[src/rtl/wb_retire_unit_pkg.sv]
// Shared definitions for the writeback/retire stage: result-select encodings,
// W-register control fields and the bubble constant used by the memory stage too.
package wb_retire_unit_pkg;

    // Result source select carried down the pipe with each instruction
    typedef enum logic [1:0] {
        RES_ALU  = 2'b00,
        RES_MEM  = 2'b01,
        RES_LINK = 2'b10,
        RES_RSVD = 2'b11
    } res_sel_e;

    // Control part of the W register; data fields are parametrised separately
    typedef struct packed {
        logic     valid;
        logic     halt;
        logic     reg_wr;
        res_sel_e res_sel;
    } w_ctrl_t;

    localparam int W_CTRL_BITS = $bits(w_ctrl_t);

    // A bubble retires nothing: not valid, no write, no halt
    localparam w_ctrl_t W_CTRL_BUBBLE = '{
        valid:   1'b0,
        halt:    1'b0,
        reg_wr:  1'b0,
        res_sel: RES_ALU
    };

    // Pack loose memory-stage control bits into the W control struct
    function automatic w_ctrl_t pack_ctrl(
        input logic       valid,
        input logic       halt,
        input logic       reg_wr,
        input logic [1:0] sel
    );
        w_ctrl_t c;
        c.valid   = valid;
        c.halt    = halt;
        c.reg_wr  = reg_wr;
        c.res_sel = res_sel_e'(sel);
        return c;
    endfunction

endpackage

[src/rtl/wb_retire_unit_pipe_reg.sv]
// MEM/WB pipeline register with stall hold, flush-to-bubble and the fired bit
// that makes a stalled entry retire only on its first presented cycle.
module wb_retire_unit_pipe_reg
    import wb_retire_unit_pkg::*;
#(
    parameter int DATA_W = 16,
    parameter int REG_AW = 4
) (
    input  logic              clk,
    input  logic              rst,
    input  logic              stall_i,
    input  logic              flush_i,
    input  w_ctrl_t           ctrl_i,
    input  logic [REG_AW-1:0] dst_i,
    input  logic [DATA_W-1:0] alu_i,
    input  logic [DATA_W-1:0] mem_i,
    input  logic [DATA_W-1:0] link_i,
    output w_ctrl_t           ctrl_o,
    output logic [REG_AW-1:0] dst_o,
    output logic [DATA_W-1:0] alu_o,
    output logic [DATA_W-1:0] mem_o,
    output logic [DATA_W-1:0] link_o,
    output logic              fired_o
);

    w_ctrl_t           ctrl_q, ctrl_d;
    logic [REG_AW-1:0] dst_q, dst_d;
    logic [DATA_W-1:0] alu_q, alu_d;
    logic [DATA_W-1:0] mem_q, mem_d;
    logic [DATA_W-1:0] link_q, link_d;
    logic              fired_q, fired_d;

    // Next-state: flush wins over stall; any new load re-arms the fired bit
    always_comb begin
        ctrl_d  = ctrl_q;
        dst_d   = dst_q;
        alu_d   = alu_q;
        mem_d   = mem_q;
        link_d  = link_q;
        fired_d = fired_q;
        if (flush_i) begin
            ctrl_d  = W_CTRL_BUBBLE;
            fired_d = 1'b0;
        end else if (!stall_i) begin
            ctrl_d  = ctrl_i;
            dst_d   = dst_i;
            alu_d   = alu_i;
            mem_d   = mem_i;
            link_d  = link_i;
            fired_d = 1'b0;
        end else begin
            // Held entry: once presented while valid it has had its one chance to retire
            fired_d = fired_q | ctrl_q.valid;
        end
    end

    // W register state, cleared to a zero-data bubble on reset
    always_ff @(posedge clk or posedge rst) begin
        if (rst) begin
            ctrl_q  <= W_CTRL_BUBBLE;
            dst_q   <= {REG_AW{1'b0}};
            alu_q   <= {DATA_W{1'b0}};
            mem_q   <= {DATA_W{1'b0}};
            link_q  <= {DATA_W{1'b0}};
            fired_q <= 1'b0;
        end else begin
            ctrl_q  <= ctrl_d;
            dst_q   <= dst_d;
            alu_q   <= alu_d;
            mem_q   <= mem_d;
            link_q  <= link_d;
            fired_q <= fired_d;
        end
    end

    assign ctrl_o  = ctrl_q;
    assign dst_o   = dst_q;
    assign alu_o   = alu_q;
    assign mem_o   = mem_q;
    assign link_o  = link_q;
    assign fired_o = fired_q;

endmodule

[src/rtl/wb_retire_unit.sv]
// Writeback/retire stage: result select, register-file write port, WB forwarding
// bus, sticky halt latch and retired-instruction counter.
module wb_retire_unit
    import wb_retire_unit_pkg::*;
#(
    parameter int DATA_W = 16,
    parameter int REG_AW = 4,
    parameter int CNT_W  = 32
) (
    input  logic              clk,
    input  logic              rst,
    input  logic              m_valid,
    input  logic              m_halt,
    input  logic              m_reg_wr,
    input  logic [1:0]        m_res_sel,
    input  logic [REG_AW-1:0] m_dst,
    input  logic [DATA_W-1:0] m_alu,
    input  logic [DATA_W-1:0] m_mem,
    input  logic [DATA_W-1:0] m_link,
    input  logic              wb_stall,
    input  logic              wb_flush,
    output logic              rf_we,
    output logic [REG_AW-1:0] rf_wr_reg,
    output logic [DATA_W-1:0] rf_wr_data,
    output logic              fwd_valid,
    output logic              halt_W,
    output logic              halted,
    output logic [CNT_W-1:0]  retired_cnt
);

    w_ctrl_t           w_ctrl_s;
    logic [REG_AW-1:0] w_dst_s;
    logic [DATA_W-1:0] w_alu_s, w_mem_s, w_link_s;
    logic              w_fired_s;
    logic              ret_s;
    logic [DATA_W-1:0] res_s;
    logic              halted_q, halted_d;
    logic [CNT_W-1:0]  cnt_q, cnt_d;

    wb_retire_unit_pipe_reg #(
        .DATA_W (DATA_W),
        .REG_AW (REG_AW)
    ) u_pipe_reg (
        .clk     (clk),
        .rst     (rst),
        .stall_i (wb_stall),
        .flush_i (wb_flush),
        .ctrl_i  (pack_ctrl(m_valid, m_halt, m_reg_wr, m_res_sel)),
        .dst_i   (m_dst),
        .alu_i   (m_alu),
        .mem_i   (m_mem),
        .link_i  (m_link),
        .ctrl_o  (w_ctrl_s),
        .dst_o   (w_dst_s),
        .alu_o   (w_alu_s),
        .mem_o   (w_mem_s),
        .link_o  (w_link_s),
        .fired_o (w_fired_s)
    );

    // An entry retires once: valid, not yet fired, and the core has not halted
    assign ret_s = w_ctrl_s.valid & ~w_fired_s & ~halted_q;

    // Result select; the reserved code falls back to the ALU result
    always_comb begin
        res_s = w_alu_s;
        case (w_ctrl_s.res_sel)
            RES_ALU:  res_s = w_alu_s;
            RES_MEM:  res_s = w_mem_s;
            RES_LINK: res_s = w_link_s;
            RES_RSVD: res_s = w_alu_s;
            default:  res_s = w_alu_s;
        endcase
    end

    // Write port: r0 is hard zero and HLT never writes, whatever its reg_wr says
    assign rf_we      = ret_s & w_ctrl_s.reg_wr & ~w_ctrl_s.halt & (w_dst_s != {REG_AW{1'b0}});
    assign rf_wr_reg  = w_dst_s;
    assign rf_wr_data = res_s;
    assign fwd_valid  = rf_we;
    assign halt_W     = ret_s & w_ctrl_s.halt;

    // Halt latch and counter next-state; counter wraps freely
    always_comb begin
        halted_d = halted_q;
        cnt_d    = cnt_q;
        if (ret_s) begin
            cnt_d = cnt_q + {{(CNT_W-1){1'b0}}, 1'b1};
            if (w_ctrl_s.halt) begin
                halted_d = 1'b1;
            end else begin
                halted_d = halted_q;
            end
        end else begin
            cnt_d    = cnt_q;
            halted_d = halted_q;
        end
    end

    // Sticky halt and retire counter, only cleared by reset
    always_ff @(posedge clk or posedge rst) begin
        if (rst) begin
            halted_q <= 1'b0;
            cnt_q    <= {CNT_W{1'b0}};
        end else begin
            halted_q <= halted_d;
            cnt_q    <= cnt_d;
        end
    end

    assign halted      = halted_q;
    assign retired_cnt = cnt_q;

endmodule

[config.mk]
export PLATFORM = sky130hd
export DESIGN_NAME = wb_retire_unit
export DESIGN_NICKNAME = d
export VERILOG_FILES = /design/src/rtl/wb_retire_unit_pkg.sv /design/src/rtl/wb_retire_unit_pipe_reg.sv /design/src/rtl/wb_retire_unit.sv
export SDC_FILE = /design/constraint.sdc
export NUM_CORES = 1
export LEC_CHECK = 0
export ABC_AREA = 1
export CAP_MARGIN = 0
export CORE_MARGIN = 10
export CORE_UTILIZATION = 49
export CTS_BUF_LIST = sky130_fd_sc_hd__clkbuf_16
export DETAILED_ROUTE_END_ITERATION = 7
export GPL_ROUTABILITY_DRIVEN = 0
export PLACE_DENSITY_LB_ADDON = 0.3
export SLEW_MARGIN = 20
export SYNTH_ARGS = -nofsm -noshare
export SYNTH_HDL_FRONTEND = slang
export SYNTH_SLANG_ARGS = --single-unit
[constraint.sdc]
create_clock -name clk -period 4 [get_ports clk]
set_input_delay 0.8 -clock clk [delete_from_list [all_inputs] [get_ports clk]]
set_output_delay 0.8 -clock clk [all_outputs]
set_load 0.01 [all_outputs]
# Word level (Yosys, flattened, before mapping)
# Cells that the tools add are included.
# classes
n_reduce_logical,5
eq_ne,4
add_sub_neg,1
n_bitwise,12
n_mux,5
# ops
cell,count
$pmux W16 S3,1
$add A32 B1 Y32 const B,1
$mux W5,2
$and A1 B1 Y1,6
$not A1 Y1,5
$eq A2 B2 Y1 const B,2
$reduce_and A2 Y1,2
$reduce_bool A4 Y1,1
$eq A2 B1 Y1 const B,1
$logic_not A2 Y1,1
$mux W1,2
$ne A2 B1 Y1 const B,1
$reduce_or A2 Y1,1
$or A1 B1 Y1,1
# word_totals
input_bits,61
reg_bits,91

# Depth between registers and ports, before layout
# depth
ltp_word,6
ltp_mapped,10
ltp_nobuf,9

# By module
# From an unflattened synthesis, not the netlist that was laid out.
# unflattened
hier_cells,595
area_unflattened_um2,4692.0
# by_module_without_submodules
mod,seq_area_each_um2,area_each_um2,cells_each,instances
wb_retire_unit,825.8,2389.8,343,1
wb_retire_unit_pipe_reg,1451.4,2302.2,252,1

# Least setup slack after synthesis
# OpenSTA, ideal clock, no wires.
# synth_timing
kind,register to output
startpoint,register u_pipe_reg.ctrl_q (netlist bit u_pipe_reg.ctrl_o[0])
endpoint,output port rf_wr_data[15]
slack_ps,1816
t_arrival_ps,1384
n_path_buf,1
path_stages_with_launch,8
path_cell_list,dfrtp_1 inv_1 ha_1 inv_1 clkbuf_1 o22ai_1 nand2_1 o21ai_0
# synth_via
elab_chain_cells,3
elab_cells_between_ends,6
classes_between,eq/ne: 3; mux: 1; reduce/logical: 2
# synth_rtl
element,line,text
start: declaration,wb_retire_unit_pipe_reg.sv:26,"w_ctrl_t ctrl_q, ctrl_d;"
start signal: assignment,wb_retire_unit_pipe_reg.sv:67,ctrl_q <= ctrl_d;
$eq A2 B2 Y1 or $logic_not A2 Y1 (tied branches),wb_retire_unit.sv:67,case (w_ctrl_s.res_sel)
$reduce_or A2 Y1 (no source line),-,
$pmux W16 S3 (*),wb_retire_unit.sv:67,
end: declaration,wb_retire_unit.sv:24,"output logic [DATA_W-1:0] rf_wr_data,"
# Mark *: on every way between the ends. The rest lies on a longest branch, timed or not.

# Final worst setup path
# layout_timing
startpoint,register u_pipe_reg.ctrl_q (netlist bit u_pipe_reg.ctrl_o[0])
endpoint,output port rf_wr_data[10]
# Same word-level chain as after synthesis.

==> metrics.md <==
| Metric | Value |
|---|---|
| Clock sinks | `91` |
| Number of remaining DRC errors | `0` |
| Yosys Warn Count | `0` |
| Root Driver | `clkbuf_16` |
| Yosys top cell area share | `0.521` |
| First-pass GRT wire length | `19600 um` |
| Total gr overflow | `0` |
| Final wirelength | `11900 um` |
| Clk_lat worst skew | `0.33 ns` |
| Via count | `3902` |
| IO buf count | `116` |
| Hpwl dp | `9020 um` |
| Max-slew violations | `0` |
| CTS Buffer Depth | `2` |
| Endpoints failing setup | `0` |
| Slew headroom | `0.447` |
| Crit path from | `u_pipe_reg.ctrl_o[0]` |
| Detail Route Antenna Nets | `0` |
| Status | `finished clean` |
| Crit path kind | `reg -> out` |
| Initial Util | `0.501` |
| Beginning of the worst hold path | `retired_cnt[31]` |
| Min-Delay Path Class | `reg -> reg` |
| Max FO, Critical Path | `16` |
| Post-synth top area cell | `dfrtp_1` |
| FF+latch count, synth | `91` |
| Pleak | `2.75 nW` |
| Die area | `13100 um2` |
| Top post-synthesis cells by area | `dfrtp_1, nand2_1, o21ai_0` |
| Crit-path max cell delay | `0.53 ns` |
| Fillers | `703` |
| Final total power | `2.39 mW` |
| H-tree depth | `3` |
| # IOs | `117` |
| Highest clock rate | `311 MHz` |
| Unrepaired setup endpoints after global routing | `no` |
| Startpoint types | `register` |
| Worst EP required | `3.20 ns` |
| Initial DRC Count | `231` |
| Fin crit period | `3.22 ns` |
| Syn_area_per_cell | `7.99 um2` |
| Final Hold Fails | `0` |
| Die W | `114 um` |
| Crit end category | `output port` |
| Setup Fix Bufs, Post-CTS | `0` |
| NumNets Final | `724` |
| WP buf/inv | `3` |
| Share of cells above drive strength 1 | `0.0466` |
| Worst-margin pin slew | `0.829 ns` |
| Post-Synthesis Cell Area | `4370 um2` |
| Tcrit/Tclk final | `0.805` |
| Sequential-to-total area share from yosys stat | `0.521` |
| Num CTS Buffers | `9` |
| WL per Instance | `15.3 um` |
| Vias per cell | `5.05` |
| Top Family by Delay on Critical Path | `buffers and inverters` |
| Max Cap Violations | `0` |
| DR pass1 iterations | `5` |
| Core area | `8720 um2` |
| CTS tree | `built` |
| Row Count | `34` |
| P&R area growth vs syn | `36.3%` |
| Number of global-route vias before repair | `4038` |
| Tot GR Track Use | `0.184` |
| Reg-to-Reg Start | `u_pipe_reg.fired_o` |
| Ant. Diodes | `0` |
| Critical Path AT | `2.42 ns` |
| Yosys cell types | `23` |
| Hold_buf cts | `0` |
| CP most frequent cell | `inv_1` |
| Gates resized, CTS repair | `0` |
| Die height | `114 um` |
| Reg clk slew, reported paths | `0.07 ns` |
| VDD IR-drop max | `0.000222 V` |
| Initial antenna violation count | `0` |
| CP max-delay cell | `clkdlybuf4s50_1` |
| Mapped Cells | `547` |
| Post-Syn Nets | `611` |
| Power Density | `401 nW/um2` |
| Sum Neg Setup Slack | `0 ns` |
| Largest net degree at the start of global routing | `100` |
| Worst Clk Skew | `0.00582 ns` |
| Ordered cell list for the critical path | `inv_1 -> ha_1 -> inv_1 -> o22ai_1 -> nand2_1 -> o21ai_0 -> clkdlybuf4s50_1` |
## cells by family (layout without fill, tap and decap cells)
| group | count (synthesis) | count (layout) | synth area share |
|---|---|---|---|
| XOR/XNOR | 14 | 14 | 0.0280 |
| flip-flops | 91 | 91 | 0.521 |
| adder cells (fa/ha/maj) | 3 | 3 | 0.00858 |
| AND/OR/NAND/NOR | 246 | 246 | 0.243 |
| buffers and inverters | 102 | 220 | 0.0898 |
| AO/OA/AOI/OAI | 91 | 91 | 0.110 |
## sequential cells by signal, summed over array words and instances (netlist names)
name                count
halted                  1
retired_cnt            32
u_pipe_reg.fired_o      1
u_pipe_reg.mem_o       16
u_pipe_reg.ctrl_o       5
u_pipe_reg.link_o      16
u_pipe_reg.alu_o       16
u_pipe_reg.dst_o        4
## per-stage QoR
stage	hold WS, ns	cells	utilization	instance area [um2]	setup WS, ns
after floorplan	0.476	547	-	4370	0.836
after global placement	0.473	757	0.647	5640	1.23
after detailed placement	0.485	757	0.647	5640	1.22
after CTS	0.497	773	0.683	5960	0.828
after global routing	0.514	773	0.683	5960	0.704
final	0.497	773	0.683	5960	0.781
## placed cells by master, fill, tap and decap left out, types with 2 or more instances in the layout
| cell type | count |
|---|---|
| nor2_4 | 4 |
| xor2_1 | 9 |
| xnor2_1 | 5 |
| dfrtp_1 | 91 |
| bufinv_16 | 2 |
| nor3_1 | 2 |
| buf_4 | 3 |
| o21ai_0 | 73 |
| nor2_2 | 3 |
| inv_1 | 83 |
| nand2_1 | 165 |
| nand4_1 | 3 |
| clkdlybuf4s50_1 | 116 |
| clkinvlp_4 | 2 |
| clkbuf_16 | 9 |
| nand2_4 | 2 |
| nand3b_1 | 11 |
| clkinv_2 | 2 |
| o22ai_1 | 16 |
| nand3_1 | 18 |
| nor2_1 | 36 |
| ha_1 | 3 |
## routing by layer
layer,share of wire,vias up,wire length (um),GRT usage
met3,0.082,14,973,0.0597
met5,0,-,0,0
met2,0.50,122,5880,0.310
met4,0.015,0,172,0.0618
met1,0.41,1825,4840,0.216
li1,-,1941,-,-
## worst reg2reg max path: stages (launching register included)
cell,delay (ns)
dfrtp_1,0.36
inv_1,0.10
nand2_1,0.07
nor2_1,0.09
buf_4,0.21
nand3_1,0.19
nor2_1,0.23
nand3_1,0.10
nand2_1,0.08
inv_1,0.03
## cell usage after synthesis (all sizes together)
library cell / count
ha: 3
xnor2: 5
a41oi: 1
clkbuf: 14
dfrtp: 91
xor2: 9
buf: 4
a21oi: 1
nand3: 19
inv: 84
nand2: 167
nor2: 43
nand3b: 11
nor3: 3
nand4: 3
o22ai: 16
o21ai: 73
## area by class of cell
| cell class | instances | area (um2) | share of cell area |
|---|---|---|---|
| clock buffers | 9 | 225 | 0.0378 |
| well taps | 108 | 135 | 0.0227 |
| flip-flops and latches | 91 | 2280 | 0.382 |
| inverters | 84 | 317 | 0.0531 |
| clock inverters | 7 | 92.6 | 0.0155 |
| multi-input cells | 354 | 1710 | 0.287 |
| repair buffers | 120 | 1200 | 0.202 |
## path summary, 6_finish.rpt
path,to,slack [ns],depth (start not counted)
worst max-delay path,rf_wr_data[10],0.78,7
worst min register to register,retired_cnt[31],0.50,2
max in group asynchronous,u_pipe_reg.alu_o[12],2.25,3
worst max register to register,retired_cnt[19],2.44,9
min in group asynchronous,u_pipe_reg.dst_o[1],0.92,2
worst min-delay path,retired_cnt[31],0.50,2
## where the power goes
group          switching, mW  total [mW]  leakage [nW]  internal, mW
clock                  0.355       0.900         0.149         0.545
sequential            0.0491        1.06          1.17          1.01
combinational          0.218       0.432          1.43         0.214
total                  0.621        2.39          2.75          1.77
No activity file was read; power rests on OpenSTA's default activity.
